## config.mk

```make
export PLATFORM = sky130hd
export DESIGN_NAME = instruction_fetch
export DESIGN_NICKNAME = d
export VERILOG_FILES = /design/src/rtl/mips_pkg.sv /design/src/rtl/pc_next.sv /design/src/rtl/instruction_fetch.sv
export SDC_FILE = /design/constraint.sdc
export NUM_CORES = 1
export LEC_CHECK = 0
export ABC_CLOCK_PERIOD_IN_PS = 6710
export CORE_AREA = 5 5 95 186
export CTS_BUF_LIST = sky130_fd_sc_hd__clkbuf_8
export DETAILED_ROUTE_END_ITERATION = 6
export DIE_AREA = 0 0 100 191
export PLACE_DENSITY = 0.79
export SETUP_SLACK_MARGIN = 0.02
export SLEW_MARGIN = 40
export SYNTH_ARGS = -nofsm -noshare
export SYNTH_HDL_FRONTEND = slang
export SYNTH_HIERARCHICAL = 1
export SYNTH_SLANG_ARGS = --single-unit
```

## constraint.sdc

```tcl
create_clock -name clk -period 6.71 [get_ports clk]
set_input_delay 1.0065 -clock clk [delete_from_list [all_inputs] [get_ports clk]]
set_output_delay 1.0065 -clock clk [all_outputs]
set_load 0.02 [all_outputs]
```

## src/rtl/mips_pkg.sv

```systemverilog
//------------------------------------------------------------------------------
// mips_pkg
// Shared opcode constants, redirect encodings and fetch-state type.
// Revision: 1.0
//------------------------------------------------------------------------------
`default_nettype none

package mips_pkg;

    localparam logic [5:0] c_OP_RTYPE = 6'h00;
    localparam logic [5:0] c_OP_J     = 6'h02;
    localparam logic [5:0] c_OP_JAL   = 6'h03;
    localparam logic [5:0] c_OP_BNE   = 6'h05;
    localparam logic [5:0] c_OP_ADDI  = 6'h08;

    localparam logic [1:0] c_REDIR_NONE = 2'b00;
    localparam logic [1:0] c_REDIR_BNE  = 2'b01;
    localparam logic [1:0] c_REDIR_JUMP = 2'b10;
    localparam logic [1:0] c_REDIR_JR   = 2'b11;

    typedef enum logic [1:0] {
        FETCH_IDLE = 2'd0,
        FETCH_REQ  = 2'd1,
        FETCH_HOLD = 2'd2
    } fetch_state_t;

endpackage

`default_nettype wire

```

## src/rtl/pc_next.sv

```systemverilog
//------------------------------------------------------------------------------
// pc_next
// Combinational next-PC selection: sequential, BNE, J/JAL or JR target.
// Revision: 1.0
//------------------------------------------------------------------------------
`default_nettype none

module pc_next
    import mips_pkg::*;
(
    input  logic [31:0] pc,
    input  logic [31:0] instr,
    input  logic        redirect_valid,
    input  logic [1:0]  redirect_type,
    input  logic [31:0] jr_target,
    output logic [31:0] pcPlus4,
    output logic [31:0] nextPc
);

    logic [31:0] w_bneTarget;
    logic [31:0] w_jumpTarget;
    logic [31:0] w_jrTarget;
    logic        w_unusedOpcode;

    assign pcPlus4        = pc + 32'd4;
    assign w_bneTarget    = pcPlus4 + {{14{instr[15]}}, instr[15:0], 2'b00};
    assign w_jumpTarget   = {pcPlus4[31:28], instr[25:0], 2'b00};
    assign w_jrTarget     = jr_target & 32'hFFFF_FFFC;
    assign w_unusedOpcode = ^instr[31:26];

    // The reserved encoding falls through to the sequential address.
    always_comb begin
        nextPc = pcPlus4;
        if (redirect_valid) begin
            case (redirect_type)
                c_REDIR_BNE:  nextPc = w_bneTarget;
                c_REDIR_JUMP: nextPc = w_jumpTarget;
                c_REDIR_JR:   nextPc = w_jrTarget;
                default:      nextPc = pcPlus4;
            endcase
        end
    end

endmodule

`default_nettype wire

```

## src/rtl/instruction_fetch.sv

```systemverilog
//------------------------------------------------------------------------------
// instruction_fetch
// Fetch FSM: requests a word at pc, holds it until consumed, then advances pc.
// Revision: 1.0
//------------------------------------------------------------------------------
`default_nettype none

module instruction_fetch
    import mips_pkg::*;
#(
    parameter logic [31:0] RESET_PC = 32'h0000_0000
) (
    input  logic        clk,
    input  logic        reset,
    output logic        imem_req,
    output logic [31:0] imem_addr,
    input  logic        imem_ack,
    input  logic [31:0] imem_rdata,
    output logic [31:0] instr,
    output logic [5:0]  opcode,
    output logic [31:0] pc_plus4,
    output logic        instr_valid,
    input  logic        instr_ready,
    input  logic        redirect_valid,
    input  logic [1:0]  redirect_type,
    input  logic [31:0] jr_target
);

    fetch_state_t r_state;
    fetch_state_t w_stateNext;
    logic [31:0]  r_pc;
    logic [31:0]  r_instr;
    logic [31:0]  w_nextPc;
    logic [31:0]  w_pcPlus4;

    pc_next u_pcNext (
        .pc             (r_pc),
        .instr          (r_instr),
        .redirect_valid (redirect_valid),
        .redirect_type  (redirect_type),
        .jr_target      (jr_target),
        .pcPlus4        (w_pcPlus4),
        .nextPc         (w_nextPc)
    );

    // Reset wins over any same-cycle ack, dropping the outstanding request.
    always_ff @(posedge clk) begin
        if (reset) begin
            r_state <= FETCH_IDLE;
            r_pc    <= RESET_PC;
            r_instr <= 32'h0000_0000;
        end else begin
            r_state <= w_stateNext;
            if ((r_state == FETCH_REQ) && imem_ack) begin
                r_instr <= imem_rdata;
            end
            if ((r_state == FETCH_HOLD) && instr_ready) begin
                r_pc <= w_nextPc;
            end
        end
    end

    always_comb begin
        w_stateNext = r_state;
        imem_req    = 1'b0;
        instr_valid = 1'b0;
        case (r_state)
            FETCH_IDLE: begin
                w_stateNext = FETCH_REQ;
            end
            FETCH_REQ: begin
                imem_req = 1'b1;
                if (imem_ack) begin
                    w_stateNext = FETCH_HOLD;
                end
            end
            FETCH_HOLD: begin
                instr_valid = 1'b1;
                if (instr_ready) begin
                    w_stateNext = FETCH_REQ;
                end
            end
            default: begin
                w_stateNext = FETCH_IDLE;
            end
        endcase
    end

    assign imem_addr = r_pc;
    assign instr     = r_instr;
    assign opcode    = r_instr[31:26];
    assign pc_plus4  = w_pcPlus4;

endmodule

`default_nettype wire

```

# == Yosys cells after proc, flatten, opt, wreduce, memory -nomap -nowiden ==
# Cells that the tools add are included.
# op_classes
reduce_logical,4
n_addsub,2
mux,7
n_eq_ne,7
# op_table
cell,count
32-bit one-hot mux with 3 select lines,1
32-bit by 3-bit adder with 32-bit output (second input constant),1
32-bit adder,1
32-bit 2-to-1 mux,1
2-bit == test (second input constant),3
2-bit one-hot mux with 3 select lines,1
2-bit by 1-bit == test with 1-bit output (second input constant),2
2-bit 2-to-1 mux,2
2-bit inequality test (second input constant),2
1-bit logical AND,2
2-bit logical NOT,1
1-bit 2-to-1 mux,2
2-bit AND reduction,1
# totals
reg_bits,66
inputBits,71
out_inout_bits,104

# == Depth between registers and ports, before layout ==
# logic_depth
word_depth,4
mapped_depth,18
depth_no_buf,17

# == Hierarchy ==
# The synthesis kept the hierarchy.
# by_module_without_submodules
mod,n_inst,area_each_um2,cells_each
pc_next,1,3233.1,505
instruction_fetch,1,3045.4,295

# == Worst setup path before layout ==
# OpenSTA, ideal clock, no wires.
# synth_path
kind,reg2reg
start,"register r_pc[2], in the netlist imem_addr[2]"
end,"register r_pc[25], in the netlist imem_addr[25]"
n_path_buf,1
stages_incl_launch_ff,18
setup_time_ns,0.072
required_time_ns,6.638
slack_ns,2.351
synth_period_minus_slack_ns,4.359
arrival_ns,4.287
path_cell_list,dfxtp_1 -> ha_1 -> nand4_1 -> nor3_1 -> nand3_1 -> xnor2_1 -> ha_1 -> clkbuf_1 -> a21o_1 -> a21o_1 -> a21oi_1 -> a21oi_1 -> a221o_1 -> a311oi_1 -> mux2_2 -> nor2_1 -> nand2b_1 -> mux2i_1
# synth_between
elab_chain_len,4
# synth_lines
element,line,rtl
start: declaration,instruction_fetch.sv:31,logic [31:0] r_pc;
start signal: assignment,instruction_fetch.sv:58,r_pc <= w_nextPc;
32-bit by 3-bit adder with 32-bit output,pc_next.sv:25,assign pcPlus4 = pc + 32'd4;
via pc_plus4[14],instruction_fetch.sv:21,"output logic [31:0] pc_plus4,"
32-bit adder,pc_next.sv:26,"assign w_bneTarget = pcPlus4 + {{14{instr[15]}}, instr[15:0], 2'b00};"
32-bit one-hot mux with 3 select lines,pc_next.sv:35,case (redirect_type)
32-bit 2-to-1 mux,pc_next.sv:34,if (redirect_valid) begin
via w_nextPc[25],instruction_fetch.sv:33,logic [31:0] w_nextPc;
# The timed path passes the listed nets, and every way through them passes these cells.
# A chain may end at the register's enable or synchronous reset.

# == Worst setup path in the final report ==
# layout_path
start,"register r_pc[2], in the netlist imem_addr[2]"
end,"register r_pc[30], in the netlist imem_addr[30]"
# layout_between
elab_chain_len,4
# layout_lines
element,line
32-bit by 3-bit adder with 32-bit output *,pc_next.sv:25
32-bit adder,pc_next.sv:26
32-bit one-hot mux with 3 select lines,pc_next.sv:35
32-bit 2-to-1 mux *,pc_next.sv:34
via w_nextPc[30],instruction_fetch.sv:33
# Mark *: on every way through the listed nets, which the timed path passes. The rest lies on a longest branch.

==> impl_results.md <==
- Status: complete, no violations
- Fin Setup TNS: 0 ns
- H-Tree Depth: 3
- Min-delay src: instr[17]
- Die Ht: 191 um
- Static Leak: just over 3 nW
- #FFs+latches synth: 66
- Gr usage total: 0.216
- Final period utilization: 0.729
- First-pass GRT wire length: roughly 33000 um
- Yosys top cell by area: dfxtp_1
- IO buf count: ~170
- Synth async-reset ratio: 0
- Clk pin slew, worst setup/hold paths: about 0.090 ns
- Post-Route WL: 21000 um
- Detailed Place HPWL: 16200 um
- Clk sinks: 66
- Dpl cells: about 1.1k
- Buffer and inverter count on the worst path: 0
- Nets: between 1k and 1.5k
- Crit path cell chain: ha_1, nand4_1, nor3_1, and3_1, nand2_1, xnor2_1, ha_1, nand2_1, o21ai_0, or2_2, and3b_1, or4_1, a31o_2, nand3_1, a31oi_1, nand2b_1, mux2i_1
- Final setup viols: 0
- Post-synth EDFFs: 0
- Placement Setup Slack: between 1.5 and 2 ns
- CTS tree: built
- Critical Path AT: 5.12 ns
- Syn avg cell area: 7.85 um^2
- Vias: around 6.3k
- Avg WL per Cell: 18.4 um
- Clock buffer depth: 2
- Slowest Stage Delay on Critical Path: 0.70 ns
- Slew @ Worst Pin: a little over 0.8 ns
- Setup ws final: roughly 1.8 ns
- Core ar.: 16100 um^2
- Sequential-to-total area share from yosys stat: 0.210
- MaxCap Viol Count: 0
- Power Density: 141 nW/um^2
- R2R Path Start: imem_addr[2]
- CTS Root Cell: clkbuf_8
- Synthesis warning total: 6
- Setup Skew: about 0.012 ns
- Fmax: roughly 200 MHz
- Die area: around 19000 um^2
- Synth top area share: 0.210
- Cells after synthesis: 800
- Starting density of the core: 0.390
- Largest net degree at the start of global routing: 80
- Critical path's top delay family: simple AND/OR/NAND/NOR gates
- CP startpoint kind: register
- GPL Wtd Cong: 0.953
- Share of layout cells above drive strength 1: 0.0415
- # IOs: approximately 180
- R2R Setup Slk: around 1.8 ns
- Crit-path max FO: 7
- Main area contributors after synthesis: dfxtp_1 (21%), nand2b_1 (13%), mux2i_1 (11%)
- DRC Markers: 0
- Ant. Diodes: 0
- Vias in the first global route: around 6.2k
- Worst min path class: register to register
- Final hold vios: 0
- Synth cell types: 67
- TritonRoute pass-1 iters: 7
- Crit. End Element: register
- Number of setup buffers added after CTS: 0
- Mapped Nets: a little over 900
- Die width: about 100 um
- Reg2reg path depth: 17
- Max-slew violation count: 0
- Global route overflow: 0
- # rows: 66
- Via/cell ratio: between 5 and 6
- Top-count cell post-synth: nand2b_1
- DR iter-0 viols: just under 400
- # hold bufs at CTS: 0
- Unrepaired setup endpoints after global routing: false
- CP max stage cell: nor3_1
- Minimum clock period after layout: ~4.9 ns
- WP data required: between 6 and 7 ns
- Clk_lat worst skew: around 0.36 ns
- Reg2reg end: imem_addr[30]
- Max IR drop VDD: approximately 0.16 mV
- Hold Crit Depth: 2
- Slew margin rel.: 0.446
- Critical path class: register to register
- Cts bufs inserted: 9
- Initial antenna violation count: 0
- Ys flop type: dfxtp_1
- Mapped Area: between 6000 and 7000 um^2
- Endpoint, Worst Hold: instr[17]
- Routed Antenna Nets: 0
- Layout area overhead: 31.3%
- Commonest cells post-synth: nand2b_1 (135), mux2i_1 (67), dfxtp_1 (66)
- Post-Layout Cell Count: between 1k and 1.5k
- CTS resizes: 0
per-layer routing:
metal	part of all wire	global-route usage	vias up
met5	0	0	-
met4	0.023	0.0721	0
met3	0.070	0.0489	26
met2	0.48	0.364	234
met1	0.42	0.269	2922
li1	-	-	3096
worst max path at each step:
stage                  from             to  slack (ns)  cells past startpoint
6_report       imem_addr[2]  imem_addr[30]        1.82                     17
5_1_grt        imem_addr[2]  imem_addr[30]        1.42                     17
3_3_place_gp   imem_addr[2]  imem_addr[29]        1.86                     17
4_1_cts        imem_addr[2]  imem_addr[30]        1.80                     17
3_5_place_dp   imem_addr[2]  imem_addr[29]        1.82                     17
2_1_floorplan  imem_addr[2]  imem_addr[25]        2.35                     17
worst min-delay path, stage by stage (launching register included):
cell	delay [ns]
dfxtp_1	0.33
nand2b_1	0.07
mux2i_1	0.05
where the power goes:
group,internal (mW),switching (mW)
Sequential,0.404,0.0176
Combinational,0.131,0.132
Clock,0.296,0.180
flip-flops by register name, summed over array words and instances (netlist names):
| signal | cells |
|---|---|
| imem_addr | 32 |
| instr | 32 |
| r_state | 2 |
per-stage QoR:
| step | util | hold WS [ns] | power [mW] | instance area [um^2] |
|---|---|---|---|---|
| floorplan | - | 0.541 | 0.587 | 6280 |
| global placement | 0.495 | 0.472 | 0.690 | 7970 |
| detailed placement | 0.495 | 0.475 | 0.693 | 7970 |
| CTS | 0.512 | 0.494 | 1.17 | 8240 |
| global route | 0.512 | 0.511 | 1.21 | 8240 |
| finish | 0.512 | 0.491 | 1.16 | 8240 |
area by class of cell:
type / instances / area (um^2)
Clock inverter: 6 / 136
Timing Repair Buffer: 176 / 1750
Inverter: 21 / 78.8
Multi-Input combinational cell: 660 / 4570
Clock buffer: 10 / 138
Fill cell: 1579 / 7860
Tap cell: 204 / 255
Sequential cell: 66 / 1320
placed cells by master, fill, tap and decap left out, types with 4 or more instances in the layout:
| cell type | netlist | layout |
|---|---|---|
| nand2b_1 | 135 | 135 |
| clkdlybuf4s50_1 | 0 | 171 |
| a21o_1 | 14 | 14 |
| or3_1 | 5 | 5 |
| nand3_1 | 14 | 14 |
| nor2_1 | 52 | 52 |
| o22a_1 | 7 | 7 |
| nor2b_1 | 4 | 4 |
| dfxtp_1 | 66 | 66 |
| o21ai_0 | 30 | 30 |
| a211oi_1 | 9 | 9 |
| and3_1 | 9 | 9 |
| o211ai_1 | 7 | 7 |
| nor3_1 | 14 | 14 |
| xor2_1 | 17 | 17 |
| o22ai_1 | 11 | 11 |
| nand4_1 | 7 | 7 |
| bufinv_16 | 0 | 4 |
| a21oi_1 | 51 | 51 |
| mux2i_1 | 67 | 67 |
| ha_1 | 34 | 34 |
| o21bai_1 | 5 | 5 |
| and2_1 | 6 | 6 |
| xnor2_1 | 30 | 30 |
| nand2_1 | 57 | 57 |
| inv_1 | 21 | 20 |
| o21a_1 | 7 | 7 |
| buf_4 | 8 | 4 |
| a31oi_1 | 13 | 13 |
| clkbuf_8 | 0 | 10 |
logic make-up after synthesis:
family          after synthesis  synth area share
simple gates                324             0.283
compound gates              185             0.194
buf+inv                      74            0.0632
mux                          68             0.109
flops                        66             0.210
xor+xnor                     48            0.0699
fa+ha+maj                    35            0.0709
Note: power is estimated with default switching activity, not from simulation.
